--- src/rtl/stream_mux_rr_if.sv ---
// Handshake bundle between N producers, the stream mux and one consumer.
// The slave modport is the mux view; master is the producer/consumer side.
interface stream_mux_rr_if #(
  parameter int unsigned WIDTH = 32,
  parameter int unsigned N     = 4,
  parameter int unsigned SELW  = $clog2(N)
);
  logic [SELW-1:0]    addr;
  logic [N*WIDTH-1:0] in_data;
  logic [N-1:0]       in_valid;
  logic [N-1:0]       in_ready;
  logic [WIDTH-1:0]   out_data;
  logic               out_valid;
  logic               out_ready;
  logic [SELW-1:0]    out_chan;

  modport slave (
    input  addr, in_data, in_valid, out_ready,
    output in_ready, out_data, out_valid, out_chan
  );

  modport master (
    output addr, in_data, in_valid, out_ready,
    input  in_ready, out_data, out_valid, out_chan
  );
endinterface

--- src/rtl/stream_mux_rr.sv ---
// Registered N:1 stream multiplexer with valid/ready handshakes.
// MODE 0 routes the addressed channel; MODE 1 arbitrates round-robin.
module stream_mux_rr #(
  parameter int unsigned WIDTH = 32,
  parameter int unsigned N     = 4,
  parameter int unsigned SELW  = $clog2(N),
  parameter int unsigned MODE  = 0
) (
  input  logic           clk,
  input  logic           reset,
  stream_mux_rr_if.slave bus
);
  logic             can_accept_c;
  logic             any_valid_c;
  logic             sel_ok_c;
  logic             xfer_c;
  logic             found_c;
  logic [SELW-1:0]  idx_c;
  logic [SELW-1:0]  grant_c;
  logic [SELW-1:0]  sel_c;
  logic [N-1:0]     in_ready_c;
  logic [WIDTH-1:0] chan_data_c [N];

  logic [WIDTH-1:0] out_data_q, out_data_d;
  logic [SELW-1:0]  out_chan_q, out_chan_d;
  logic             out_valid_q, out_valid_d;
  logic [SELW-1:0]  last_q, last_d;

  for (genvar i = 0; i < int'(N); i++) begin : g_chan
    assign chan_data_c[i] = bus.in_data[i*WIDTH +: WIDTH];
  end

  assign can_accept_c = !out_valid_q || bus.out_ready;
  assign any_valid_c  = |bus.in_valid;

  // First valid channel after the previous grant, searched circularly.
  always_comb begin
    found_c = 1'b0;
    idx_c   = '0;
    grant_c = '0;
    for (int unsigned k = 1; k <= N; k++) begin
      idx_c = SELW'((32'(last_q) + k) % N);
      if (!found_c && bus.in_valid[idx_c]) begin
        grant_c = idx_c;
        found_c = 1'b1;
      end
    end
  end

  // Out-of-range addresses leave every ready low.
  always_comb begin
    sel_c      = (MODE == 1) ? grant_c : bus.addr;
    sel_ok_c   = (MODE == 1) ? any_valid_c : (32'(bus.addr) < N);
    in_ready_c = '0;
    if (sel_ok_c && can_accept_c) begin
      in_ready_c[sel_c] = 1'b1;
    end
  end

  assign xfer_c = |(bus.in_valid & in_ready_c);

  always_comb begin
    out_data_d  = out_data_q;
    out_chan_d  = out_chan_q;
    out_valid_d = out_valid_q;
    last_d      = last_q;
    if (xfer_c) begin
      out_data_d  = chan_data_c[sel_c];
      out_chan_d  = sel_c;
      out_valid_d = 1'b1;
      last_d      = sel_c;
    end else if (bus.out_ready) begin
      out_valid_d = 1'b0;
    end
  end

  // Pointer resets to N-1 so channel 0 wins the first arbitration.
  always_ff @(posedge clk or posedge reset) begin
    if (reset) begin
      out_data_q  <= '0;
      out_chan_q  <= '0;
      out_valid_q <= 1'b0;
      last_q      <= SELW'(N - 1);
    end else begin
      out_data_q  <= out_data_d;
      out_chan_q  <= out_chan_d;
      out_valid_q <= out_valid_d;
      last_q      <= last_d;
    end
  end

  assign bus.in_ready  = in_ready_c;
  assign bus.out_data  = out_data_q;
  assign bus.out_valid = out_valid_q;
  assign bus.out_chan  = out_chan_q;
endmodule
--- src/flat_wrapper.sv ---
// flat-port wrapper written by rule: the top's interface ports become plain ports
module stream_mux_rr_flat 
#(
  parameter int unsigned WIDTH = 32,
  parameter int unsigned N     = 4,
  parameter int unsigned SELW  = $clog2(N),
  parameter int unsigned MODE  = 0
)
  (clk, reset, bus_addr, bus_in_data, bus_in_valid, bus_out_ready, bus_in_ready, bus_out_data, bus_out_valid, bus_out_chan);
  stream_mux_rr_if #(.WIDTH(WIDTH), .N(N), .SELW(SELW)) bus_i ();
  input  logic clk;
  input  logic reset;
  input wire logic [$bits(bus_i.addr)-1:0] bus_addr;
  input wire logic [$bits(bus_i.in_data)-1:0] bus_in_data;
  input wire logic [$bits(bus_i.in_valid)-1:0] bus_in_valid;
  input wire logic [$bits(bus_i.out_ready)-1:0] bus_out_ready;
  output wire logic [$bits(bus_i.in_ready)-1:0] bus_in_ready;
  output wire logic [$bits(bus_i.out_data)-1:0] bus_out_data;
  output wire logic [$bits(bus_i.out_valid)-1:0] bus_out_valid;
  output wire logic [$bits(bus_i.out_chan)-1:0] bus_out_chan;
  assign bus_i.addr = bus_addr;
  assign bus_i.in_data = bus_in_data;
  assign bus_i.in_valid = bus_in_valid;
  assign bus_i.out_ready = bus_out_ready;
  assign bus_in_ready = bus_i.in_ready;
  assign bus_out_data = bus_i.out_data;
  assign bus_out_valid = bus_i.out_valid;
  assign bus_out_chan = bus_i.out_chan;
  stream_mux_rr #(.WIDTH(WIDTH), .N(N), .SELW(SELW), .MODE(MODE)) u_core (.clk(clk), .reset(reset), .bus(bus_i));
endmodule
--- config.mk ---
export PLATFORM = sky130hd
export DESIGN_NAME = stream_mux_rr_flat
export DESIGN_NICKNAME = d
export VERILOG_FILES = /design/src/rtl/stream_mux_rr_if.sv /design/src/rtl/stream_mux_rr.sv /design/src/flat_wrapper.sv
export SDC_FILE = /design/constraint.sdc
export NUM_CORES = 1
export LEC_CHECK = 0
export CAP_MARGIN = 20
export CORE_ASPECT_RATIO = 1.25
export CORE_MARGIN = 4
export CORE_UTILIZATION = 37
export CTS_BUF_LIST = sky130_fd_sc_hd__clkbuf_4 sky130_fd_sc_hd__clkbuf_8
export DETAILED_ROUTE_END_ITERATION = 7
export PLACE_DENSITY = 0.95
export REMOVE_ABC_BUFFERS = 1
export SYNTH_ARGS = -nofsm -noshare
export SYNTH_HDL_FRONTEND = slang
export SYNTH_SLANG_ARGS = --single-unit
--- constraint.sdc ---
create_clock -name clk -period 2.27 [get_ports clk]
set_input_delay 0.454 -clock clk [delete_from_list [all_inputs] [get_ports clk]]
set_output_delay 0.454 -clock clk [all_outputs]
set_load 0.1 [all_outputs]
# Word-level counts from Yosys, hierarchy flattened
# Index checks and enable logic that the tools add are counted.
word_totals:
  mem_count: 0
  ramBits: 0
  ff_bits: 35
  latch_bits: 0
  rom_bits: 0
classes:
  n_reduce_logical: 5
  eq_ne: 0
  bitwise_logic: 2
  n_lt_le_gt_ge: 3
  n_shift: 0
  addsub: 0
  n_div: 0
  n_mux: 8
  mul: 0
ops:
  columns: ["operator", "n"]
  rows:
  - ["binary-select mux 32 bit (select 2 bit)", 1]
  - ["2-to-1 mux 32 bit", 2]
  - ["AND 4 bit", 1]
  - ["2-to-1 mux 4 bit", 1]
  - ["OR reduction 4 bit", 1]
  - [">= comparator 3 bit (second input constant)", 1]
  - ["< comparator 2 x 3 -> 1 bit (second input constant)", 1]
  - ["2-to-1 mux 1 bit", 3]
  - ["inverter 2 -> 3 bit", 1]
  - ["demux 1 bit (select 2 bit)", 1]
  - [">= comparator 2 x 1 -> 1 bit (second input constant)", 1]
  - ["nonzero test 2 bit", 1]
  - ["logical AND 1 bit", 1]
  - ["logical NOT 1 bit", 1]
  - ["logical OR 1 bit", 1]

# Longest topological paths before layout
# Gate-level depths: netlist of the first run.
depth:
  word_depth: 8
  mapped_depth: 5
  depth_no_buf: 4

# Least setup slack after synthesis of the first run
# Ideal clock, no wire load.
synth_path:
  path_type: "register -> output"
  from: "register u_core.out_valid_q (netlist: u_core.bus.out_valid)"
  to: "output bus_in_ready[1]"
  arrival_time_ns: 3.253
  n_path_buf: 0
  setup_slack_ns: -1.437
  stages_incl_launch_ff: 3
  cell_sequence: "dfrtp_1 > nor2b_1 > nor3b_1"
synth_between:
  elab_chain_cells: 3
synth_rtl:
  columns: ["element", "line_no", "source"]
  rows:
  - ["start: declaration", "stream_mux_rr.sv:26", "logic out_valid_q, out_valid_d;"]
  - ["start signal: assignment", "stream_mux_rr.sv:87", "out_valid_q <= out_valid_d;"]
  - ["logical NOT 1 bit", "stream_mux_rr.sv:33", "assign can_accept_c = !out_valid_q || bus.out_ready;"]
  - ["logical OR 1 bit", "stream_mux_rr.sv:33", null]
  - ["2-to-1 mux 4 bit", "stream_mux_rr.sv:55", "if (sel_ok_c && can_accept_c) begin"]
  - ["end: declaration", "flat_wrapper.sv:17", "output wire logic [$bits(bus_i.in_ready)-1:0] bus_in_ready;"]
# No other way between the ends.

# Final worst setup path of the first run
layout_path:
  from: "input bus_out_ready"
  to: "output bus_in_ready[2]"
layout_between:
  elab_chain_cells: 2
layout_rtl:
  columns: ["element", "line_no", "source"]
  rows:
  - ["start: declaration", "flat_wrapper.sv:16", "input wire logic [$bits(bus_i.out_ready)-1:0] bus_out_ready;"]
  - ["logical OR 1 bit", "stream_mux_rr.sv:33", null]
  - ["2-to-1 mux 4 bit", "stream_mux_rr.sv:55", null]
# No other way between the ends.

==> results of run 1 <==
-- final cells by class --
cell class                      count  area [um^2]
Clock buffer                        7        83.83
Inverter                            2        7.507
Fill cell                         431         1724
Clock inverter                      1        5.005
Multi-Input combinational cell     79         1201
Timing Repair Buffer              184         1799
Tap cell                           66        82.58
Sequential cell                    35        875.8
-- metal layers --
metal  up-vias  wire length (um)
li1        869                 -
met1       962              2406
met2        88              4021
met3         8               593
met4         0                99
met5         -                 0
-- power breakdown --
group | total (mW) | leakage [nW] | internal (mW) | switching, mW
combinational | 2.22 | 1.19 | 0.683 | 1.54
clock | 0.445 | 0.0491 | 0.239 | 0.206
sequential | 0.875 | 0.409 | 0.789 | 0.0864
-- kinds of logic (layout without fill, tap and decap cells) --
group | after synthesis | count (layout)
AO/OA/AOI/OAI | 2 | 2
buffers and inverters | 13 | 194
flip-flops | 35 | 35
multiplexers | 67 | 67
AND/OR/NAND/NOR | 10 | 10
-- state kept, by name, summed over array words and instances, names as in the netlist --
name	cells
u_core.bus.out_chan	2
u_core.bus.out_data	32
u_core.bus.out_valid	1
-- Yosys cell counts (all sizes together) --
cell type	instances
nand3	1
buf	11
a31oi	1
nor2	1
nor2b	1
o21ai	1
mux4	32
mux2	34
nand2	2
nor3b	1
dfrtp	35
inv	2
and3	1
mux2i	1
nand2b	1
nor3	2
-- worst max-delay path by stage --
| stage | to | startpoint | slack (ps) |
|---|---|---|---|
| 2_1_floorplan | bus_in_ready[1] | u_core.bus.out_valid | -1440 |
| 3_3_place_gp | bus_in_ready[2] | bus_out_ready | 190 |
| 3_5_place_dp | u_core.bus.out_data[16] | bus_out_ready | 120 |
| 4_1_cts | bus_in_ready[2] | bus_out_ready | 170 |
| 5_1_grt | bus_in_ready[2] | bus_out_ready | 120 |
| 6_report | bus_in_ready[2] | bus_out_ready | 170 |
==> key figures, run 1 <==
Cells and area
  – Layout area overhead: 85.73%
  – Most frequent cells in the layout: clkdlybuf4s50_1 (134), buf_4 (41), dfrtp_1 (35), mux4_2 (32), mux2_2 (31)
  – Commonest non-fill, non-tap cell in the layout: clkdlybuf4s50_1
  – Post-Layout Cell Count: ~370
  – Final core occ: between 70 and 80%
  – Total Nets Final: 444
  – Final Cell Area: 0.004055 mm^2
  – Antenna cells: 0
  – Share of cells above drive strength 1: approximately 40%

Setup path
  – Buf+Inv Stages, Crit Path: 2
  – Delay-heaviest family, CP: buffers and inverters
  – Critical Path Start Type: primary input
  – CP Cell Sequence: clkdlybuf4s50_1 > nand2b_1 > nand2_1 > nor2_1 > buf_12
  – Class of the most critical setup path: primary input to primary output
  – R2R cell count: 5
  – WP data required: 1820 ps
  – Worst path slowest cell: clkdlybuf4s50_1
  – Reg-to-reg startpoint: u_core.bus.out_valid
  – Arrival time at the worst endpoint: about 1700 ps
  – Stages on the worst setup path: 5
  – Largest stage delay on the critical path: between 400 and 500 ps
  – CP endpoint kind: primary output
  – Critical-path maximum fanout: 5
  – R2R Path End: u_core.bus.out_data[16]
  – Reg2reg setup slack: approximately 600 ps

Hold path
  – Worst hold path type: flop to flop
  – Hold Crit Depth: 1
  – WHS Endpoint: u_core.bus.out_data[28]
  – Hold Crit Start: u_core.bus.out_data[28]

Die
  – Die Wd: 76.71 um
  – Die Height: 93.89 um
  – Die area: 0.007201 mm^2
  – Initial Utilization: 37.78%
  – Site Rows: 31
  – I/O pins: 176
  – Core Area: approximately 0.0058 mm^2

Synth
  – Adder-Cell Fraction of Synth Area: 0%
  – Syn Area/Cell: 17.19 um^2
  – Area contributors post-synth: dfrtp_1 (40%), mux4_2 (33%), mux2_2 (16%), buf_6 (3.6%), mux2_1 (1.0%)
  – Synth cell types: 20
  – Xor-xnor portion of the synthesized cell area: 0%
  – Top cell type's share of synthesized area: roughly two fifths
  – Yosys reg bits: 35
  – Cell taking the most area after synthesis: dfrtp_1
  – Post-Synthesis Cells: 127
  – Post-synthesis compound-gate area fraction: 1.203%
  – Largest family of logic cells by synthesized area: multiplexers
  – Post-synthesis simple-gate area fraction: 2.636%
  – Post-synthesis mux area share: between 50% and 60%
  – Warnings, synthesis: 0
  – Sequential-to-total area share from yosys stat: about two fifths
  – Post-Syn Area: 0.002183 mm^2

Global route
  – Pin count of the biggest net entering global routing: 36
  – Vias in the first global route: 2227
  – Gr ovfl total: 0
  – GRT Total Usage: 19.99%
  – Met3 usage: a little under 6%
  – Initial antenna violation count: 0
  – Met1 GRT Util: 21.05%
  – GRT Max-Usage Layer: met2
  – Met2 Use GR: a little under two fifths
  – Global-route wire length before repair: roughly 11000 um

STA
  – Setup TNS: 0 ps
  – Fin crit share: 92.52%
  – Fin crit period: around 2100 ps
  – Worst Skew: roughly 2.2 ps
  – Endpoints failing setup: 0
  – RSZ-0062 raised after global routing: false
  – Fin Hold WS: 508.1 ps
  – Worst-margin pin slew: 441.4 ps
  – Final Hold Vio Count: 0
  – Setup slack after layout: approximately 170 ps
  – Achievable frequency: roughly 480 MHz
  – Worst slew margin: 70.57%
  – Slew Limit Fails: 0

Flow run
  – Max-cap viol count: 0

Route
  – DRT Pass-1 Iters: 3
  – Iteration-0 DRC Markers: 60
  – Vias/cell: 5.152
  – WL/cell: 19.04 um
  – DRC: 0
  – Routed WL: 7121 um
  – Via count: 1927
  – Final antenna-violating net count: 0

CTS
  – Clk slew on worst S/H paths: 60 ps
  – CTS H-Tree Depth: 2
  – Cts bufs inserted: 5
  – CTS tree: built
  – Clock root buffer: clkbuf_8
  – Post-CTS setup buffers: 0
  – Clock sinks: 35
  – Post-CTS Resized: 0
  – Hold Buf Count CTS: 0
  – Later-pin clock latency in the skew report: 280 ps
  – Clk buf depth: 2

Power
  – PwrDens: between 800 and 900 mW/mm^2
  – Total power: 3.545 mW
  – Leak pwr: around 1.6 nW
  – Max rail drop VDD: 0.4695 mV

Status
  – Status: finished, final reports clean

Placed design
  – Dpl cells: about 370
  – IO Port Bufs: 175
  – Gpl congestion: 0.7327
  – HPWL Detailed: 6040 um
  – Placed inst area: 0.003966 mm^2
  – Placement Setup Slack: approximately 120 ps
No activity file was read; power rests on OpenSTA's default activity.
==> inputs of run 2 (changes only) <==
--- a/config.mk
+++ b/config.mk
@@ -9,8 +9,9 @@
 export CORE_ASPECT_RATIO = 1.25
 export CORE_MARGIN = 4
-export CORE_UTILIZATION = 37
+export CORE_UTILIZATION = 40
 export CTS_BUF_LIST = sky130_fd_sc_hd__clkbuf_4 sky130_fd_sc_hd__clkbuf_8
 export DETAILED_ROUTE_END_ITERATION = 7
-export PLACE_DENSITY = 0.95
+export DONT_BUFFER_PORTS = 1
+export PLACE_DENSITY = 0.63
 export REMOVE_ABC_BUFFERS = 1
 export SYNTH_ARGS = -nofsm -noshare
==> constraint.sdc (replaced) <==
create_clock -name clk -period 2.27 [get_ports clk]
set_input_delay 0.454 -clock clk [delete_from_list [all_inputs] [get_ports clk]]
set_output_delay 0.454 -clock clk [all_outputs]
set_load 0.05 [all_outputs]
==> run 2 against run 1 <==
Compared with the run above: sequential share of layout area grew 16 points; combinational power decreased by 83%; die area shrank 6.8%.
==> key figures, run 2 (synthesized netlist as in run 1, its figures left out) <==
Setup path
  – Arrival time at the worst endpoint: 1380 ps
  – Class of the most critical setup path: flop to primary output
  – Critical Path Start Type: flop
  – WP data required: 1820 ps
  – R2R cell count: 5
  – Critical-path maximum fanout: 5
  – CP endpoint kind: primary output

Die
  – I/O pins: 176
  – Die Height: 90.60 um
  – Die area: around 0.0067 mm^2
  – Core Area: 0.005189 mm^2
  – Die Wd: roughly 74 um
  – Initial Utilization: 42.08%
  – Site Rows: 29

CTS
  – Post-CTS setup buffers: 0
  – Clk slew on worst S/H paths: about 70 ps
  – CTS tree: built
  – Clock root buffer: clkbuf_8
  – Clock sinks: 35
  – Hold Buf Count CTS: 0
  – Cts bufs inserted: 5
  – Later-pin clock latency in the skew report: 290 ps
  – Post-CTS Resized: 0
  – Clk buf depth: 2
  – CTS H-Tree Depth: 2

Global route
  – Global-route wire length before repair: 8259 um
  – GRT Total Usage: between 15 and 20%
  – Gr ovfl total: 0
  – Vias in the first global route: about 1500
  – Initial antenna violation count: 2
  – Pin count of the biggest net entering global routing: 40

Cells and area
  – Share of cells above drive strength 1: 63.08%
  – Final core occ: about 45%
  – Antenna cells: 0
  – Commonest non-fill, non-tap cell in the layout: dfrtp_1
  – Layout area overhead: 6.189%
  – Fillers: 459
  – FF/Latch Area: 875.8 um^2
  – Total Nets Final: 266
  – Multi-input gate area: 0.001211 mm^2
  – Most frequent cells in the layout: dfrtp_1 (35), mux4_2 (32), mux2_2 (31), clkbuf_8 (5), buf_4 (5)
  – Largest register FFs: 32

Route
  – Routed WL: 5582 um
  – WL/cell: about 29 um
  – Via count: 1246
  – DRT Pass-1 Iters: 2
  – Final antenna-violating net count: 0
  – Iteration-0 DRC Markers: 70
  – DRC: 0
  – Vias/cell: 6.490

Power
  – Clock share of power: 19.7%
  – Seq pwr share: 63.6%
  – PwrDens: 1006 mW/mm^2
  – Leak pwr: 0.8897 nW
  – Combinational Power Share: 16.6%
  – Max rail drop VDD: 0.4197 mV
  – Net Sw Frac: 45.64%
  – Int Pwr: around 1.3 mW
  – Sw Pwr: 1.064 mW

STA
  – RSZ-0062 raised after global routing: false
  – Fin crit share: 80.82%
  – Worst Skew: 3.732 ps
  – Worst-margin pin slew: a little over 500 ps
  – Setup TNS: 0 ps
  – Achievable frequency: 545.1 MHz
  – Fin crit period: 1835 ps
  – Final Hold Vio Count: 0
  – Slew Limit Fails: 0
  – Worst slew margin: between 60% and 70%
  – Endpoints failing setup: 0

Placed design
  – Gpl congestion: between 0.7 and 0.8
  – HPWL Detailed: around 4400 um
  – IO Port Bufs: 0

Hold path
  – Worst hold path type: primary input to asynchronous set/reset pin

Status
  – Status: finished, final reports clean

Flow run
  – Max-cap viol count: 0
==> run 2: power by group through the flow <==
| stage | clock (mW) | combinational (mW) | sequential [mW] |
|---|---|---|---|
| 6_report | 0.460 | 0.388 | 1.48 |
| 5_1_grt | 0.500 | 0.425 | 1.50 |
| 4_1_cts | 0.474 | 0.396 | 1.49 |
| 3_5_place_dp | 0 | 0.395 | 1.50 |
| 3_3_place_gp | 0 | 0.374 | 1.50 |
| 2_1_floorplan | 0 | 0.323 | 1.46 |
==> run 2: layout make-up <==
class | instances | share of cell area [%]
multi-input combinational | 79 | 52.24
sequential | 35 | 37.78
clock buffer | 7 | 3.616
tap | 62 | 3.346
timing repair buffer | 6 | 2.482
inverter | 2 | 0.3238
clock inverter | 1 | 0.2159
==> run 2: worst paths after layout <==
kind                                            to                  from  slack, ps
setup / recovery                   bus_in_ready[3]  u_core.bus.out_valid        440
hold / removal             u_core.bus.out_data[21]                 reset        150
max in group asynchronous  u_core.bus.out_data[22]                 reset       1780
min in group clk            u_core.bus.out_chan[1]           bus_addr[1]        320
setup reg to reg            u_core.bus.out_data[1]  u_core.bus.out_valid        570
hold reg to reg               u_core.bus.out_valid  u_core.bus.out_valid        640
==> run 2: stage by stage <==
| step | instance area (um^2) | hold slack [ps] | instances | setup slack (ps) | power, mW |
|---|---|---|---|---|---|
| after floorplan | 2085 | 592.5 | 116 | -135.5 | 1.786 |
| after global placement | 2230 | 464.9 | 184 | 577.2 | 1.871 |
| after detailed placement | 2230 | 481.7 | 184 | 495.9 | 1.899 |
| after CTS | 2318 | 168.3 | 192 | 403.4 | 2.360 |
| after global routing | 2318 | 190.0 | 192 | 369.5 | 2.429 |
| final | 2318 | 149.5 | 192 | 435.5 | 2.332 |
==> run 2: critical path, cell delays in order, from the launching register on <==
cell and delay (ps):
dfrtp_1 390, nand2b_1 200, and3_1 510
==> run 2: layer usage <==
layer,up-vias,GRT usage (%),share of wire (%)
met1,641,16.63,30
met2,71,30.18,58
met4,4,6.193,2.3
met3,14,6.347,9.0
met5,-,0,0.72
li1,516,-,-
==> inputs of run 3 (changes only) <==
clock period = 1.9 ns   (was 2.27 ns; I/O delays follow)
==> run 3 against run 2 <==
Compared with the run above: die area did not move; final area increased by 0.22%; critical path type unchanged; setup slack worse by 270 ps; clock-buffer cell count down 2; critical endpoint is now bus_in_ready[1]; core utilization rose by 0.097 points; total power grew 18%; via count rose by 2.0%; routed wire length increased by 2.7%.
==> key figures, run 3 (synthesized netlist as in run 1, its figures left out) <==
Status
  – Status: finished, final reports clean

CTS
  – Clk slew on worst S/H paths: approximately 70 ps
  – Cts bufs inserted: 5
  – Clock sinks: 35
  – CTS H-Tree Depth: 2
  – CTS tree: built
  – Hold Buf Count CTS: 0
  – Clk buf depth: 2
  – Clock root buffer: clkbuf_8
  – Post-CTS Resized: 0
  – Later-pin clock latency in the skew report: 280 ps
  – Post-CTS setup buffers: 0

Setup path
  – Reg2reg setup slack: between 200 and 250 ps
  – Crit path launch: u_core.bus.out_valid
  – R2R cell count: 5
  – Critical-path maximum fanout: 3
  – Arrival time at the worst endpoint: 1350 ps
  – CP endpoint kind: primary output
  – WP data required: about 1500 ps
  – Reg-to-reg startpoint: u_core.bus.out_valid
  – Critical Path Start Type: flop
  – R2R Path End: u_core.bus.out_data[31]
  – Class of the most critical setup path: flop to primary output

STA
  – Achievable frequency: 576.4 MHz
  – Fin crit period: 1735 ps
  – RSZ-0062 raised after global routing: false
  – Slew Limit Fails: 0
  – Fin Hold WS: 78.96 ps
  – Worst Skew: 3.741 ps
  – Final Hold Vio Count: 0
  – Setup TNS: 0 ps
  – Endpoints failing setup: 0
  – Worst slew margin: approximately 64%
  – Fin crit share: 91.31%
  – Setup slack after layout: 165.0 ps
  – Worst-margin pin slew: ~530 ps

Placed design
  – Dpl cells: between 150 and 200
  – IO Port Bufs: 0
  – Placed inst area: about 0.0022 mm^2
  – Gpl congestion: 0.7386
  – Placement Setup Slack: 196.3 ps
  – HPWL Detailed: 4582 um

Cells and area
  – Share of cells above drive strength 1: a little under two thirds
  – Commonest non-fill, non-tap cell in the layout: dfrtp_1
  – Layout area overhead: 6.418%
  – Fillers: between 400 and 500
  – Multi-input gate area: ~0.0012 mm^2
  – Total Nets Final: 269
  – Antenna cells: 0
  – Final Cell Area: 0.002323 mm^2
  – Largest register FFs: 32
  – Final core occ: 44.78%
  – FF/Latch Area: approximately 900 um^2
  – Most frequent cells in the layout: dfrtp_1 (35), mux4_2 (32), mux2_2 (31), buf_4 (9), clkbuf_8 (5)
  – Post-Layout Cell Count: 195

Route
  – WL/cell: around 30 um
  – Vias/cell: 6.518
  – DRC: 0
  – Routed WL: 5734 um
  – Final antenna-violating net count: 0
  – DRT Pass-1 Iters: 4
  – Iteration-0 DRC Markers: 46
  – Via count: 1271

Die
  – Die area: 0.006712 mm^2
  – Die Wd: approximately 74 um
  – Site Rows: 29
  – Initial Utilization: approximately 42%
  – Die Height: 90.60 um
  – I/O pins: 176
  – Core Area: 0.005189 mm^2

Global route
  – Pin count of the biggest net entering global routing: 40
  – Gr ovfl total: 0
  – Initial antenna violation count: 2
  – GRT Total Usage: 17.19%
  – Vias in the first global route: 1611
  – Global-route wire length before repair: 8549 um

Power
  – Leak pwr: roughly 0.9 nW
  – PwrDens: 1189 mW/mm^2
  – Max rail drop VDD: 0.5478 mV
  – Total power: around 2.8 mW

Hold path
  – Worst hold path type: primary input to asynchronous set/reset pin

Flow run
  – Max-cap viol count: 0
## run 3: cell types whose count changed in the layout (fill, tap and decap cells not counted)
cell | previous run | this run
buf_4 | 5 | 9
clkbuf_4 | 2 | 0
clkinv_2 | 1 | 3
buf_12 | 1 | 0
## run 3: power breakdown
part	internal, mW	leakage (nW)	switching (mW)
Sequential	0.928	0.409	0.845
Clock	0.251	0.0477	0.275
Combinational	0.302	0.441	0.162
Total	1.48	0.898	1.28
## run 3: routing by layer
| layer | share of wire [%] | routed length, um | global-route usage [%] | up-vias |
|---|---|---|---|---|
| met5 | 0.70 | 40 | 0 | - |
| met4 | 3.4 | 193 | 9.215 | 4 |
| met3 | 9.3 | 536 | 5.568 | 21 |
| met2 | 59 | 3408 | 31.29 | 85 |
| met1 | 27 | 1554 | 16.21 | 641 |
| li1 | - | - | - | 520 |
## run 3: worst max-delay path by stage
stage,endpoint,slack [ps],depth (start not counted)
after global placement,u_core.bus.out_data[14],250,4
after detailed placement,u_core.bus.out_data[27],200,4
after global routing,bus_in_ready[1],100,4
after CTS,bus_in_ready[1],150,4
final,bus_in_ready[1],170,4
after floorplan,bus_in_ready[1],-430,2
## run 3: final cells by class
class	instances	area share, %
multi-input cells	79	52.13
flip-flops and latches	35	37.70
well taps	62	3.339
clock buffers	5	2.962
repair buffers	9	2.908
clock inverters	3	0.6462
inverters	2	0.3231
## run 3: critical path, cell delays in order, from the launching register on
cell and delay [ps]:
dfrtp_1 400, nor2b_1 160, buf_4 140, nor3b_2 140, buf_4 220
